$ cat src/rtl/prll_bs_drvr_fifo_endpoint.sv
// Driver-side endpoint for the parallel bus generator/arbiter.
// The TX FIFO buffers user packets and presents its head to the arbiter
// (pndng/D_pop), advancing on pop. The RX FIFO captures bus packets
// addressed to this driver (or broadcast) for the user. Packets the RX
// side cannot take are counted in a saturating drop counter.

// First-word-fall-through FIFO: the head is visible on rd_data whenever
// count is non-zero. Callers gate wr_en/rd_en with full/empty themselves.
module prll_bs_drvr_fifo #(
   parameter  int W     = 256,
   parameter  int DEPTH = 8,
   localparam int AW    = $clog2(DEPTH),
   localparam int CW    = AW + 1
) (
   input  logic          clk,
   input  logic          reset,
   input  logic          wr_en,
   input  logic [W-1:0]  wr_data,
   input  logic          rd_en,
   output logic [W-1:0]  rd_data,
   output logic [CW-1:0] count
);

   logic [W-1:0]  mem [DEPTH];
   logic [AW-1:0] wr_ptr;
   logic [AW-1:0] rd_ptr;

   // Pointer and occupancy update; pointers wrap naturally since DEPTH is a power of two.
   // NOTE: sequential state uses non-blocking assignments so every flop samples pre-edge values.
   always_ff @(posedge clk or posedge reset) begin
      if (reset) begin
         wr_ptr <= '0;
         rd_ptr <= '0;
         count  <= '0;
      end else begin
         if (wr_en) wr_ptr <= wr_ptr + 1'b1;
         if (rd_en) rd_ptr <= rd_ptr + 1'b1;
         if (wr_en && !rd_en)      count <= count + 1'b1;
         else if (!wr_en && rd_en) count <= count - 1'b1;
      end
   end

   // Packet storage.
   // NOTE: the array has no reset; contents are don't-care until the count says they are valid.
   always_ff @(posedge clk) begin
      if (wr_en) mem[wr_ptr] <= wr_data;
   end

   assign rd_data = mem[rd_ptr];

endmodule

module prll_bs_drvr_fifo_endpoint #(
   parameter  int         bits      = 256,
   parameter  int         depth     = 8,
   parameter  logic [7:0] id        = 8'd0,
   parameter  logic [7:0] broadcast = 8'hFF,
   localparam int         CW        = $clog2(depth) + 1
) (
   input  logic            clk,
   input  logic            reset,
   // arbiter side
   output logic            pndng,
   input  logic            pop,
   output logic [bits-1:0] D_pop,
   input  logic            push,
   input  logic [bits-1:0] D_push,
   // user side
   input  logic            tx_valid,
   output logic            tx_ready,
   input  logic [bits-1:0] tx_data,
   output logic            rx_valid,
   input  logic            rx_ready,
   output logic [bits-1:0] rx_data,
   // status
   output logic [CW-1:0]   tx_count,
   output logic [CW-1:0]   rx_count,
   output logic [15:0]     rx_drop_cnt
);

   localparam logic [CW-1:0] FULL = CW'(depth);

   logic       tx_wr;
   logic       tx_rd;
   logic       rx_wr;
   logic       rx_rd;
   logic       rx_drop;
   logic       match;
   logic [7:0] dest;

   // TX: user writes when not full (no same-cycle pop bypass); arbiter pops only a valid head.
   assign tx_ready = (tx_count != FULL);
   assign pndng    = (tx_count != '0);
   assign tx_wr    = tx_valid && tx_ready;
   assign tx_rd    = pop && pndng;

   prll_bs_drvr_fifo #(.W(bits), .DEPTH(depth)) u_tx_fifo (
      .clk     (clk),
      .reset   (reset),
      .wr_en   (tx_wr),
      .wr_data (tx_data),
      .rd_en   (tx_rd),
      .rd_data (D_pop),
      .count   (tx_count)
   );

   // RX address filter: accept own ID or broadcast; the full check uses the current count only.
   // NOTE: every combinational output gets a default first so no path can infer a latch.
   always_comb begin
      dest    = D_push[bits-1 -: 8];
      match   = (dest == id) || (dest == broadcast);
      rx_wr   = 1'b0;
      rx_drop = 1'b0;
      if (push) begin
         if (match && (rx_count != FULL)) rx_wr   = 1'b1;
         else                             rx_drop = 1'b1;
      end
   end

   assign rx_valid = (rx_count != '0);
   assign rx_rd    = rx_valid && rx_ready;

   prll_bs_drvr_fifo #(.W(bits), .DEPTH(depth)) u_rx_fifo (
      .clk     (clk),
      .reset   (reset),
      .wr_en   (rx_wr),
      .wr_data (D_push),
      .rd_en   (rx_rd),
      .rd_data (rx_data),
      .count   (rx_count)
   );

   // Saturating count of bus packets that were filtered out or arrived while RX was full.
   always_ff @(posedge clk or posedge reset) begin
      if (reset)                                   rx_drop_cnt <= '0;
      else if (rx_drop && rx_drop_cnt != 16'hFFFF) rx_drop_cnt <= rx_drop_cnt + 16'd1;
   end

endmodule

$ cat config.mk
export PLATFORM = sky130hd
export DESIGN_NAME = prll_bs_drvr_fifo_endpoint
export DESIGN_NICKNAME = d
export VERILOG_FILES = /design/src/rtl/prll_bs_drvr_fifo_endpoint.sv
export SDC_FILE = /design/constraint.sdc
export NUM_CORES = 2
export LEC_CHECK = 0
export CAP_MARGIN = 15
export CORE_MARGIN = 10
export CORE_UTILIZATION = 30
export DETAILED_ROUTE_END_ITERATION = 10
export PLACE_DENSITY = 0.49
export SYNTH_ARGS = -nofsm -noshare
export SYNTH_HDL_FRONTEND = slang
export SYNTH_SLANG_ARGS = --single-unit
export TNS_END_PERCENT = 10
$ cat constraint.sdc
create_clock -name clk -period 53 [get_ports clk]
set_input_delay 5.3 -clock clk [delete_from_list [all_inputs] [get_ports clk]]
set_output_delay 5.3 -clock clk [all_outputs]
set_load 0.02 [all_outputs]
==> results.ini <==
[run_status]
status = finished, final reports clean

[timing]
worst_pin_slew_ns = 1.34
final.min_clock_period_ns = 12.30
clock_skew_ns = 0.114
fmax_mhz = 81.3
rsz0062_at_grt = no
setup_viol = 0
period_share_pct = 23.2
slew_headroom_pct = 10.8
slew_violations = 0
worst_slack_ns = 40.70
tns_ns = 0
hold_viol_final = 0

[logic_synthesis]
netlist_area_um2 = 156000
netlist.area_leader.share_pct = 79.0
synth_xor_area_share_pct = 0.158
synth_compound_area_share_pct = 0.0346
syn_nets = 6633
synth_largest_area_cell = edfxtp_1
yosys.area_share.simple_pct = 0.279
yosysUniqueCellTypes = 33
synth_area_leaders = edfxtp_1 79%, mux4_2 15%, mux2_2 3.7%
ys_seq_area_share_pct = 79.6
syn_area_per_cell_um2 = 25.5
synth_fa_ha_area_share_pct = 0.114
synth_mux_area_share_pct = 18.6
synth_top_family_by_area = multiplexers
ys_seq_elements = 4132
ys_warn_count = 0
postSynthCellCount = 6102

[route]
routed_wl_mm = 417
avgRoutedWirePerCell_um = 28.3
drtIter0Drc = 5187
via_per_inst = 4.73
dr.pass1.iters = 5
vias = 69700
ant_nets = 0
drc = 0

[grt]
grt_pass1_wl_mm = 585
track_usage_pct = 14.7
grt_max_degree = 141
antenna_found_initial = 207
grt_pass1_vias = 73300
gr-total-overflow = 0

[clock_tree]
cts_hold_buf = 0
cts_tree = built
clock_latency_ns = 1.00
htreeDepth = 5
clock_sinks = 4132
post_cts_resized = 0
post_cts.repair.setup_buffers = 0
root_buffer = clkbuf_16
clockBufferDepth = 4
clkTransAtPathRegs_ns = 0.06
cts_buffers = 436

[critical_path]
cp.arrival_ns = 7.00
critPathKind = reg2out
path_common_cell = buf_4
required_ns = 47.70
cp_num_buf_inv = 5
path_cells = buf_4, buf_4, buf_4, buf_4, mux4_2, mux2_2, clkdlybuf4s50_1
cp_max_fo = 48
worstSetupEndpointType = output pin
cp_top_family = buffers and inverters
cp-start-kind = register
critPathSlowestCell = dfrtp_4
cp_slowest_stage_delay_ns = 1.06

[placed_design]
dp_hpwl_mm = 255
preCtsSetupSlack_ns = 40.68
gp_congestion = 0.740
port_buffers = 1056

[floorplan]
die_h_um = 740
num_rows = 264
io_pins = 1057
start_util_pct = 30.1
die_w_um = 740
dieArea_um2 = 548000
coreArea_um2 = 517000

[power_and_ir_drop]
vdd_drop_max_v = 0.0000497
cellPowerDensity_nw_per_um2 = 55.6
leakage_nw = 57.9

[cells_and_area]
areaGrowthSynthToFinish_pct = 20.9
final_layout_size_suffix_gt1_share_pct = 29.2
post-route-util_pct = 36.4
nets = 7965

[run]
cap_violations = 0

[hold_path]
hold_class = reg2reg

## layout by cell type (no fill, tap or decap), types with 3 or more instances in the layout
cell type / count
edfxtp_1: 4096
xnor2_1: 25
buf_12: 21
and3_1: 5
clkbuf_16: 440
bufinv_16: 28
clkinv_8: 3
nor3_1: 3
nand2_1: 28
ha_1: 11
dfrtp_1: 30
clkbuf_1: 111
clkinv_1: 99
clkinvlp_4: 10
nand2b_1: 7
diode_2: 45
inv_1: 3
xor2_1: 3
clkinv_16: 18
nor2_4: 12
mux2_2: 517
clkdlybuf4s50_1: 1056
nor4_1: 3
clkinv_2: 72
nor3_2: 4
mux4_2: 1024
dfrtp_4: 6
a21oi_1: 3
nand3_1: 8
buf_4: 103
nand4_1: 9
inv_6: 4
## synth_stat cells (all sizes together)
cell type,n
a21o,2
a21oi,3
a22oi,1
a31oi,1
and3,5
and4,2
buf,188
clkbuf,99
dfrtp,36
edfxtp,4096
fa,2
ha,11
inv,5
mux2,517
mux4,1024
nand2,28
nand2b,8
nand3,8
nand4,9
nor2,14
nor2b,1
nor3,7
nor3b,1
nor4,3
o21ai,2
or2,1
xnor2,25
xor2,3
## cell families after synthesis
logic type               Yosys count
AO/OA/AOI/OAI                      9
XOR/XNOR                          28
adder cells (fa/ha/maj)           13
buffers and inverters            292
flip-flops                      4132
multiplexers                    1541
AND/OR/NAND/NOR                   87
## worst paths after layout
check	from	endpoint	slack (ns)	depth (start not counted)
setup / recovery	u_tx_fifo.rd_ptr[0]$_DFFE_PP0P_	D_pop[227]	40.70	7
hold / removal	rx_drop_cnt[14]$_DFFE_PP0P_	rx_drop_cnt[14]$_DFFE_PP0P_	0.51	1
setup reg to reg	u_rx_fifo.count[0]$_DFFE_PP0P_	u_rx_fifo.mem[0][74]$_DFFE_PP_	46.95	11
hold reg to reg	rx_drop_cnt[14]$_DFFE_PP0P_	rx_drop_cnt[14]$_DFFE_PP0P_	0.51	1
max in group asynchronous	reset	u_tx_fifo.rd_ptr[1]$_DFFE_PP0P_	47.56	3
min in group asynchronous	reset	rx_drop_cnt[10]$_DFFE_PP0P_	4.79	3
## per-stage QoR
stage / hold slack, ns / instance area, um2 / instances / power (mW)
after global placement: 0.488 / 174000 / 13900 / 7.68
after floorplan: 0.486 / 156000 / 6102 / 6.23
after detailed placement: 0.493 / 174000 / 13900 / 7.69
final: 0.508 / 188000 / 14700 / 10.5
after global routing: 0.532 / 188000 / 14700 / 10.9
after CTS: 0.509 / 188000 / 14700 / 10.7
## final cells by class
class                   count  area (um2)
fillers                 46800      329000
flip-flops and latches   4132      124000
multi-input cells        1678       29900
repair buffers           1181       11800
clock buffers             551       11400
well taps                6916        8650
clock inverters           236        2310
diodes                     45         113
inverters                   5        18.8
## where the power goes
part	switching [mW]	total [mW]	internal (mW)
clock	1.26	2.93	1.66
combinational	1.95	3.58	1.63
sequential	0.105	3.95	3.85
total	3.32	10.5	7.14
## routing by layer
metal,track usage (%),wire length (um),up-vias
met5,0,876,-
met4,2.58,7700,136
met3,6.11,40900,688
met2,23.6,197000,2065
met1,18.9,171000,37700
li1,-,-,29100
## sequential cells by signal (all words and copies together) (netlist names)
name,count
u_tx_fifo.rd_ptr,3
u_tx_fifo.count,4
u_rx_fifo.mem,2048
u_tx_fifo.mem,2048
u_rx_fifo.rd_ptr,3
u_rx_fifo.wr_ptr,3
u_rx_fifo.count,4
rx_drop_cnt,16
u_tx_fifo.wr_ptr,3
No activity file was read; power rests on OpenSTA's default activity.
